--- config.mk ---
export PLATFORM = sky130hd
export DESIGN_NAME = i2c_slave_regport
export DESIGN_NICKNAME = d
export VERILOG_FILES = /design/src/rtl/i2c_pkg.sv /design/src/rtl/i2c_line_filter.sv /design/src/rtl/i2c_slave_regport.sv
export SDC_FILE = /design/constraint.sdc
export NUM_CORES = 1
export LEC_CHECK = 0
export ABC_AREA = 1
export ABC_CLOCK_PERIOD_IN_PS = 2450
export BUFFER_PORTS_ARGS = -buffer_cell sky130_fd_sc_hd__buf_4
export CORE_ASPECT_RATIO = 1.4
export CORE_UTILIZATION = 40
export DETAILED_ROUTE_END_ITERATION = 10
export PLACE_DENSITY = 0.69
export SETUP_SLACK_MARGIN = 0.15
export SLEW_MARGIN = 15
export SYNTH_ARGS = -nofsm -noshare
export SYNTH_HDL_FRONTEND = slang
export SYNTH_HIERARCHICAL = 1
export SYNTH_SLANG_ARGS = --single-unit
--- constraint.sdc ---
create_clock -name i_clk -period 2.45 [get_ports i_clk]
set_clock_uncertainty 0.15 [all_clocks]
set_input_delay 0.3675 -clock i_clk [delete_from_list [all_inputs] [get_ports i_clk]]
set_output_delay 0.3675 -clock i_clk [all_outputs]
set_load 0.005 [all_outputs]
--- src/rtl/i2c_pkg.sv ---
// Shared types and constants for the I2C slave register port.
package i2c_pkg;

    typedef enum logic [3:0] {
        StIdle,
        StAddr,
        StAddrAck,
        StPtr,
        StPtrAck,
        StWdata,
        StWdataAck,
        StRdata,
        StRdataAck
    } i2c_state_e;

    localparam logic I2C_ACK  = 1'b0;
    localparam logic I2C_NACK = 1'b1;

    localparam logic [6:0] I2C_DEFAULT_DEV_ADDR = 7'h53;

endpackage

--- src/rtl/i2c_line_filter.sv ---
// Two-flop synchroniser, FILTER_LEN-deep stability filter and edge pulses for one I2C line.
module i2c_line_filter #(
    parameter int unsigned FILTER_LEN = 3
) (
    input  logic i_clk,
    input  logic i_rst_n,
    input  logic i_line,
    output logic o_level,
    output logic o_rise,
    output logic o_fall
);

    logic [1:0]            r_sync;
    logic [FILTER_LEN-1:0] r_hist;
    logic                  r_level;
    logic                  r_rise;
    logic                  r_fall;
    logic                  w_level_next;

    // Level only moves once the whole history window agrees.
    always_comb begin
        w_level_next = r_level;
        if (&r_hist) begin
            w_level_next = 1'b1;
        end else if (~|r_hist) begin
            w_level_next = 1'b0;
        end
    end

    always_ff @(posedge i_clk) begin
        if (!i_rst_n) begin
            r_sync  <= '1;
            r_hist  <= '1;
            r_level <= 1'b1;
            r_rise  <= 1'b0;
            r_fall  <= 1'b0;
        end else begin
            r_sync  <= {r_sync[0], i_line};
            r_hist  <= (r_hist << 1) | FILTER_LEN'(r_sync[1]);
            r_level <= w_level_next;
            r_rise  <= w_level_next & ~r_level;
            r_fall  <= ~w_level_next & r_level;
        end
    end

    assign o_level = r_level;
    assign o_rise  = r_rise;
    assign o_fall  = r_fall;

endmodule

--- src/rtl/i2c_slave_regport.sv ---
// Oversampled I2C slave: address match, register pointer with auto-increment,
// and a strobe-based register-file port.
module i2c_slave_regport
    import i2c_pkg::*;
#(
    parameter logic [6:0]  DEV_ADDR   = I2C_DEFAULT_DEV_ADDR,
    parameter int unsigned ADDR_W     = 6,
    parameter int unsigned FILTER_LEN = 3
) (
    input  logic              i_clk,
    input  logic              i_rst_n,
    input  logic              i_scl,
    input  logic              i_sda_in,
    output logic              o_sda_oe,
    output logic [ADDR_W-1:0] o_reg_addr,
    output logic [7:0]        o_reg_wdata,
    output logic              o_reg_we,
    output logic              o_reg_re,
    input  logic [7:0]        i_reg_rdata,
    output logic              o_busy
);

    logic w_scl, w_scl_rise, w_scl_fall;
    logic w_sda, w_sda_rise, w_sda_fall;

    i2c_line_filter #(.FILTER_LEN(FILTER_LEN)) u_scl_filter (
        .i_clk   (i_clk),
        .i_rst_n (i_rst_n),
        .i_line  (i_scl),
        .o_level (w_scl),
        .o_rise  (w_scl_rise),
        .o_fall  (w_scl_fall)
    );

    i2c_line_filter #(.FILTER_LEN(FILTER_LEN)) u_sda_filter (
        .i_clk   (i_clk),
        .i_rst_n (i_rst_n),
        .i_line  (i_sda_in),
        .o_level (w_sda),
        .o_rise  (w_sda_rise),
        .o_fall  (w_sda_fall)
    );

    i2c_state_e        r_state, w_state_d;
    logic [3:0]        r_bit_cnt, w_bit_cnt_d;
    logic [6:0]        r_shift, w_shift_d;
    logic [6:0]        r_tx, w_tx_d;
    logic              r_sda_oe, w_sda_oe_d;
    logic              r_busy, w_busy_d;
    logic [ADDR_W-1:0] r_reg_addr, w_reg_addr_d;
    logic [7:0]        r_reg_wdata, w_reg_wdata_d;
    logic              r_we, w_we_d;
    logic              r_re, w_re_d;
    logic [1:0]        r_rd_wait, w_rd_wait_d;

    logic       w_start;
    logic       w_stop;
    logic [7:0] w_byte;

    assign w_start = w_sda_fall & w_scl;
    assign w_stop  = w_sda_rise & w_scl;
    assign w_byte  = {r_shift, w_sda};

    always_comb begin
        w_state_d     = r_state;
        w_bit_cnt_d   = r_bit_cnt;
        w_shift_d     = r_shift;
        w_tx_d        = r_tx;
        w_sda_oe_d    = r_sda_oe;
        w_busy_d      = r_busy;
        w_reg_addr_d  = r_reg_addr;
        w_reg_wdata_d = r_reg_wdata;
        w_we_d        = 1'b0;
        w_re_d        = 1'b0;
        // r_rd_wait[1] marks the clk on which reg_rdata is valid
        w_rd_wait_d   = {r_rd_wait[0], 1'b0};

        if (w_stop) begin
            w_state_d   = StIdle;
            w_sda_oe_d  = 1'b0;
            w_busy_d    = 1'b0;
            w_bit_cnt_d = '0;
            w_rd_wait_d = '0;
        end else if (w_start) begin
            w_state_d   = StAddr;
            w_sda_oe_d  = 1'b0;
            w_bit_cnt_d = '0;
            w_rd_wait_d = '0;
        end else begin
            unique case (r_state)
                StIdle: ;
                StAddr, StPtr, StWdata: begin
                    if (w_scl_rise && r_bit_cnt < 4'd8) begin
                        w_shift_d   = w_byte[6:0];
                        w_bit_cnt_d = r_bit_cnt + 4'd1;
                        if (r_bit_cnt == 4'd7) begin
                            if (r_state == StAddr) begin
                                if (w_byte[7:1] == DEV_ADDR) begin
                                    w_busy_d = 1'b1;
                                end else begin
                                    w_state_d = StIdle;
                                    w_busy_d  = 1'b0;
                                end
                            end else if (r_state == StPtr) begin
                                w_reg_addr_d = w_byte[ADDR_W-1:0];
                            end else begin
                                w_reg_wdata_d = w_byte;
                                w_we_d        = 1'b1;
                            end
                        end
                    end else if (w_scl_fall && r_bit_cnt == 4'd8) begin
                        w_sda_oe_d  = ~I2C_ACK;
                        w_bit_cnt_d = '0;
                        if (r_state == StAddr) begin
                            w_state_d = StAddrAck;
                        end else if (r_state == StPtr) begin
                            w_state_d = StPtrAck;
                        end else begin
                            w_state_d = StWdataAck;
                        end
                    end
                end
                StAddrAck: begin
                    if (w_scl_fall) begin
                        w_sda_oe_d = 1'b0;
                        if (r_shift[0]) begin
                            w_state_d   = StRdata;
                            w_re_d      = 1'b1;
                            w_rd_wait_d = 2'b01;
                        end else begin
                            w_state_d = StPtr;
                        end
                    end
                end
                StPtrAck: begin
                    if (w_scl_fall) begin
                        w_sda_oe_d = 1'b0;
                        w_state_d  = StWdata;
                    end
                end
                StWdataAck: begin
                    if (w_scl_fall) begin
                        w_sda_oe_d   = 1'b0;
                        w_reg_addr_d = r_reg_addr + ADDR_W'(1);
                        w_state_d    = StWdata;
                    end
                end
                StRdata: begin
                    if (r_rd_wait[1]) begin
                        w_tx_d      = i_reg_rdata[6:0];
                        w_sda_oe_d  = ~i_reg_rdata[7];
                        w_bit_cnt_d = '0;
                    end else if (w_scl_fall) begin
                        if (r_bit_cnt == 4'd7) begin
                            w_sda_oe_d  = 1'b0;
                            w_bit_cnt_d = '0;
                            w_state_d   = StRdataAck;
                        end else begin
                            w_sda_oe_d  = ~r_tx[6];
                            w_tx_d      = {r_tx[5:0], 1'b0};
                            w_bit_cnt_d = r_bit_cnt + 4'd1;
                        end
                    end
                end
                StRdataAck: begin
                    // bit_cnt=1 remembers a master ACK until the next scl_fall
                    if (w_scl_rise) begin
                        if (w_sda == I2C_ACK) begin
                            w_reg_addr_d = r_reg_addr + ADDR_W'(1);
                            w_bit_cnt_d  = 4'd1;
                        end else begin
                            w_state_d = StIdle;
                            w_busy_d  = 1'b0;
                        end
                    end else if (w_scl_fall && r_bit_cnt == 4'd1) begin
                        w_re_d      = 1'b1;
                        w_rd_wait_d = 2'b01;
                        w_bit_cnt_d = '0;
                        w_state_d   = StRdata;
                    end
                end
                default: w_state_d = StIdle;
            endcase
        end
    end

    always_ff @(posedge i_clk) begin
        if (!i_rst_n) begin
            r_state     <= StIdle;
            r_bit_cnt   <= '0;
            r_shift     <= '0;
            r_tx        <= '0;
            r_sda_oe    <= 1'b0;
            r_busy      <= 1'b0;
            r_reg_addr  <= '0;
            r_reg_wdata <= '0;
            r_we        <= 1'b0;
            r_re        <= 1'b0;
            r_rd_wait   <= '0;
        end else begin
            r_state     <= w_state_d;
            r_bit_cnt   <= w_bit_cnt_d;
            r_shift     <= w_shift_d;
            r_tx        <= w_tx_d;
            r_sda_oe    <= w_sda_oe_d;
            r_busy      <= w_busy_d;
            r_reg_addr  <= w_reg_addr_d;
            r_reg_wdata <= w_reg_wdata_d;
            r_we        <= w_we_d;
            r_re        <= w_re_d;
            r_rd_wait   <= w_rd_wait_d;
        end
    end

    assign o_sda_oe    = r_sda_oe;
    assign o_reg_addr  = r_reg_addr;
    assign o_reg_wdata = r_reg_wdata;
    assign o_reg_we    = r_we;
    assign o_reg_re    = r_re;
    assign o_busy      = r_busy;

endmodule

==> results of run 1 <==
final timing paths:
check | startpoint | to | cells past startpoint
setup / recovery | r_state[3]$_SDFFE_PP0P_ | r_state[2]$_SDFFE_PP0P_ | 8
hold / removal | i_scl | u_scl_filter/r_sync[0]$_SDFF_PN1_ | 2
hold reg to reg | u_sda_filter/r_sync[0]$_SDFF_PN1_ | u_sda_filter/r_sync[1]$_SDFF_PN1_ | 1
setup reg to reg | r_state[3]$_SDFFE_PP0P_ | r_state[2]$_SDFFE_PP0P_ | 8
worst max-delay path, delay by kind of cell (launching register included):
family / cells / cell delay, ns
AND/OR/NAND/NOR: 7 / 0.85
flip-flops: 1 / 0.52
AO/OA/AOI/OAI: 1 / 0.47
per-stage QoR:
stage | instance area [um2] | util
CTS | 3470 | 0.494
global placement | 3250 | 0.462
finish | 3480 | 0.495
global route | 3480 | 0.495
floorplan | 2930 | -
detailed placement | 3250 | 0.462
registers in the layout, summed over array words and instances (netlist names), 2 cells and up:
signal               flops
r_state                  4
r_bit_cnt                4
r_shift                  7
o_reg_wdata              8
r_tx                     7
u_scl_filter/r_hist      3
u_scl_filter/r_sync      2
u_sda_filter/r_sync      2
u_sda_filter/r_hist      3
o_reg_addr               6
where the power goes:
| part | switching [mW] | internal (mW) |
|---|---|---|
| logic | 0.569 | 0.338 |
| registers | 0.0847 | 1.00 |
| clock network | 0.400 | 0.603 |
| total | 1.05 | 1.94 |
cell usage in the layout (no fill, tap or decap), types with 2 or more instances in the layout:
cell,n
sky130_fd_sc_hd__inv_2,7
sky130_fd_sc_hd__o21ai_2,2
sky130_fd_sc_hd__nand3_1,38
sky130_fd_sc_hd__buf_4,33
sky130_fd_sc_hd__ha_1,4
sky130_fd_sc_hd__a21oi_1,29
sky130_fd_sc_hd__bufinv_16,2
sky130_fd_sc_hd__nor2_4,2
sky130_fd_sc_hd__nand4_1,9
sky130_fd_sc_hd__nor3_1,8
sky130_fd_sc_hd__nor2_1,52
sky130_fd_sc_hd__xor2_1,2
sky130_fd_sc_hd__o21ai_0,32
sky130_fd_sc_hd__dfxtp_1,57
sky130_fd_sc_hd__a21oi_2,2
sky130_fd_sc_hd__or2_1,8
sky130_fd_sc_hd__nor2_2,4
sky130_fd_sc_hd__nand2_2,3
sky130_fd_sc_hd__nand2_1,95
sky130_fd_sc_hd__clkbuf_8,10
sky130_fd_sc_hd__o22ai_1,2
sky130_fd_sc_hd__a31oi_1,8
sky130_fd_sc_hd__inv_1,42
cell type report:
cell class | count | share of cell area
flip-flops and latches | 57 | 0.328
multi-input cells | 312 | 0.445
repair buffers | 33 | 0.0712
inverters | 51 | 0.0558
clock buffers | 10 | 0.0396
well taps | 95 | 0.0342
clock inverters | 6 | 0.0259
cells by family after synthesis:
logic type	after synthesis
xor+xnor	3
simple gates	226
compound gates	79
flops	57
fa+ha+maj	4
buf+inv	59
metal layers:
layer	track usage	wire (um)
met3	0.0407	357
met4	0.129	263
met2	0.362	3540
met1	0.224	2940
met5	0	0
repair_timing:
item                                    4_1_cts  5_1_grt
setup buffers                                 0        0
gates resized for setup                       0        1
hold endpoints to repair                      0        0
endpoints found under the setup margin        0        6
==> metrics, run 1 <==
run status completed; top cell types by occurrence after synthesis sky130_fd_sc_hd__nand2_1, sky130_fd_sc_hd__dfxtp_1, sky130_fd_sc_hd__nor2_1; count of different cell masters after synthesis 38; Worst slew margin 0.655; Register Area 1140 um2; Setup Viol. Count Final 0; ANT nets after route 0; Worst path slowest cell sky130_fd_sc_hd__dfxtp_1; TritonCTS Sinks 57; Filler Cells Inserted 755; setup_tns 0 ns; multi-input gate area in the final layout 1550 um2; effective utilization at floorplan 0.417; CTS tree built; Overall Global Routing Usage 0.206; area fraction in and, or, nand and nor cells after synthesis 0.355; remaining global-route overflow 0; summed instance area of the synthesized netlist ~3000 um2; # placed instances about 550; reported leakage power 1.49 nW; Hold Worst Slack 0.0529 ns; Final period util 0.853; total core area 7030 um2; multiplexer area fraction after synthesis 0; cell at the root of the clock tree sky130_fd_sc_hd__clkbuf_8; cells along the critical path nor2_2 -> nand2_2 -> nand2_4 -> nand3_1 -> a21boi_0 -> nand4_1 -> nand2_1 -> nor2_1; main combinational cell family by area after synthesis simple AND/OR/NAND/NOR gates; layout overhead on the synthesized area 18.8%; power per cell area 862 nW/um2; number of nets in the layout 480; area of the die around 7700 um2; share of flip-flops with an asynchronous set or reset after synthesis 0; HP Class in -> reg; mean post-synth cell area slightly below 7 um2; number of hold violations in the final report 0; depth of the CTS H-tree 3; RSZ-0062 raised after global routing no; dominant synthesized flop cell sky130_fd_sc_hd__dfxtp_1; Tightest Pin Transition 0.513 ns; number of clock buffers inserted by TritonCTS 9; number of standard cells in the final layout excluding fillers around 560; weighted congestion reported at the end of routability-driven placement around 1; # DRC 0; worst slack at placement about 0.37 ns; longest individual stage delay on the worst path around 0.52 ns; Chip Width 74.3 um; via count of the first global-routing pass 2,642; initial antenna violation count 0; total of flip-flops plus latches after synthesis 57; DP Wirelength 5210 um; routed wire length around 7000 um; Crit. End Element flop; count of flip-flops with a built-in enable after synthesis 0; sequential element share of the synthesized area 0.390; time the worst path needs with I/O delays and setup 2.09 ns; leading cell types by total area after synthesis sky130_fd_sc_hd__dfxtp_1, sky130_fd_sc_hd__nand2_1, sky130_fd_sc_hd__nor2_1; clock input transition at the sequential cells of the worst setup and hold paths ~0.07 ns; maximum clock insertion buffer count 2; maximum number of pins on one net before global-route repair 29; routed vias 2,859; detailed-routing iteration count for the pre-antenna-repair pass 4; layout cells sized above 1 0.162; global-route wire length before repair 11,800 um; Crit path arrival time 2.19 ns; total of hold buffers inserted after clock tree synthesis 0; Antenna Diode Count 0; PnR Total Power 3.00 mW; Synth area leader sky130_fd_sc_hd__dfxtp_1; share of the synthesized area in compound gates (AO/OA/AOI/OAI) 0.147; adder-cell share of the synthesized area 0.0171; cell row count 36; kind of critical path reg -> reg; area share of the largest cell type after synthesis 0.390; total count of max-transition violations in the final report 0; vias per cell around 5.1; Crit Path Max Fanout 10; wire per inst around 13 um; initial drt markers 99; reg-to-reg setup timing slack 0.36 ns; max_cap viols 0; share of the synthesized netlist area taken by xor and xnor gates 0.00897; Die Y 103 um; net count after synthesis 444; warning count from the yosys run 6; data required time of the critical path 2.55 ns; IR Drop Worst-Case VDD ~0.00048 V; Fmax about 480 MHz; count of buffers inserted at the top-level ports 29; post-layout worst setup margin 0.360 ns; most numerous cell in the Yosys netlist sky130_fd_sc_hd__nand2_1; clock latency of the later-clocked register in the worst-skew pair ~0.35 ns; number of cells produced by synthesis approximately 430; Ports 30; Setup crit start kind flop
Power figures use the tool's default switching activity.
==> inputs of run 2 (changes only) <==
--- a/config.mk
+++ b/config.mk
@@ -6,7 +6,7 @@
 export NUM_CORES = 1
 export LEC_CHECK = 0
 export ABC_AREA = 1
-export ABC_CLOCK_PERIOD_IN_PS = 2450
+export ABC_CLOCK_PERIOD_IN_PS = 2000
 export BUFFER_PORTS_ARGS = -buffer_cell sky130_fd_sc_hd__buf_4
 export CORE_ASPECT_RATIO = 1.4
 export CORE_UTILIZATION = 40
==> constraint.sdc (replaced) <==
create_clock -name i_clk -period 2 [get_ports i_clk]
set_clock_uncertainty 0.15 [all_clocks]
set_input_delay 0.3 -clock i_clk [delete_from_list [all_inputs] [get_ports i_clk]]
set_output_delay 0.3 -clock i_clk [all_outputs]
set_load 0.005 [all_outputs]
==> metrics, run 2 (synthesized netlist as in run 1, its figures left out) <==
clock latency of the later-clocked register in the worst-skew pair 0.35 ns; HP Class in -> reg; GRT met3 Usage 0.0552; ANT nets after route 0; Crit Path Max Fanout 8; CTS tree built; layout overhead on the synthesized area 30.9%; wire per inst 13.1 um; routed vias 3,053; global-route wire length before repair 12,600 um; Tightest Pin Transition around 0.32 ns; data required time of the critical path 2.10 ns; Crit path arrival time around 1.9 ns; DP Wirelength roughly 5700 um; routed wire length 7870 um; effective utilization at floorplan 0.417; maximum clock insertion buffer count 2; layer carrying the most global-route usage met2; IR Drop Worst-Case VDD 0.000610 V; layout cells sized above 1 0.262; total core area 7030 um2; cell at the root of the clock tree sky130_fd_sc_hd__clkbuf_8; via count of the first global-routing pass roughly 2,900; multi-input gate area in the final layout 1640 um2; number of flip-flops in the largest register 8; Crit. End Element flop; remaining global-route overflow 0; kind of critical path reg -> reg; power per cell area a little under 1000 nW/um2; total count of max-transition violations in the final report 0; cell row count 36; TritonCTS Sinks 57; longest individual stage delay on the worst path 0.38 ns; Worst path slowest cell sky130_fd_sc_hd__dfxtp_4; Overall Global Routing Usage 0.221; Antenna Diode Count 0; depth of the CTS H-tree 3; initial antenna violation count 0; Fmax 567 MHz; weighted congestion reported at the end of routability-driven placement 1.09; clock input transition at the sequential cells of the worst setup and hold paths roughly 0.08 ns; setup_tns 0 ns; run status completed; number of nets in the layout 515; Final period util 0.881; count of buffers inserted at the top-level ports 29; detailed-routing iteration count for the pre-antenna-repair pass 5; number of clock buffers inserted by TritonCTS 9; commonest non-fill, non-tap cell in the layout sky130_fd_sc_hd__nand2_1; Die Y 103 um; Filler Cells Inserted 724; Chip Width 74.3 um; cells along the critical path inv_2 -> nor2_4 -> nand2_2 -> nand2_4 -> inv_4 -> nor2_8 -> nand4_2 -> o21ai_2 -> a21oi_2; routing usage on met2 0.383; Worst slew margin 0.782; top library cells by usage in the layout, fill and taps aside sky130_fd_sc_hd__nand2_1, sky130_fd_sc_hd__buf_4, sky130_fd_sc_hd__dfxtp_1, sky130_fd_sc_hd__nor2_1, sky130_fd_sc_hd__inv_1; vias per cell just over 5; maximum number of pins on one net before global-route repair 28; max_cap viols 0; Ports 30; Setup crit start kind flop; met1 routing resource usage after global routing 0.223; Register Area 1160 um2; reported leakage power ~1.7 nW; PnR Total Power 3.77 mW; number of hold violations in the final report 0; Setup Viol. Count Final 0; RSZ-0062 raised after global routing yes; # DRC 0; initial drt markers 176; area of the die 7670 um2; time the worst path needs with I/O delays and setup 1.76 ns
run 2: layout make-up:
| cell class | count | share of cell area |
|---|---|---|
| Multi-Input combinational cell | 313 | 0.427 |
| Clock inverter | 6 | 0.0176 |
| Tap cell | 95 | 0.0310 |
| Timing Repair Buffer | 67 | 0.133 |
| Sequential cell | 57 | 0.304 |
| Inverter | 51 | 0.0512 |
| Clock buffer | 10 | 0.0359 |
run 2: repair_timing:
item                                    in CTS  in global routing
endpoints found under the hold margin        2                  0
buffers inserted                             2                 14
resized for setup                            1                 40
hold buffers                                 2                  0
pin swaps                                    1                 13
cloned                                       0                  1
endpoints found under the setup margin       7                 31
run 2: power breakdown:
| part | internal, mW | switching, mW |
|---|---|---|
| sequential | 1.24 | 0.110 |
| combinational | 0.543 | 0.792 |
| clock | 0.609 | 0.476 |
run 2: metal layers:
layer  up-vias  share of wire
met3        36          0.049
met1      1365           0.40
li1       1548              -
met4         0          0.061
met5         -              0
met2       104           0.49
run 2: critical path, delay by kind of cell, from the launching register on:
kind                   cells  cell delay [ns]
AOI/OAI and AO/OA          2             0.24
buffers and inverters      2             0.13
DFF                        1             0.38
and+or+nand+nor            5             0.75
run 2: final timing paths:
kind,from,to,slack [ns],cells past startpoint
max,r_state[2]$_SDFFE_PP0P_,o_reg_wdata[1]$_SDFFE_PN0P_,0.24,9
min,i_reg_rdata[4],r_tx[4]$_SDFFE_PN0P_,0.08,3
max reg2reg,r_state[2]$_SDFFE_PP0P_,o_reg_wdata[1]$_SDFFE_PN0P_,0.24,9
min reg2reg,u_sda_filter/r_sync[1]$_SDFF_PN1_,u_sda_filter/r_hist[0]$_SDFF_PN1_,0.27,1
run 2: through the flow:
step	area (um2)	util	setup WS (ns)	hold slack, ns	std cells
3_5_place_dp	3370	0.479	0.111	0.250	564
6_report	3830	0.546	0.237	0.0801	599
3_3_place_gp	3370	0.479	0.168	0.247	564
5_1_grt	3830	0.546	0.124	0.0703	599
2_1_floorplan	2930	-	0.226	0.219	428
4_1_cts	3610	0.513	0.155	0.0685	584
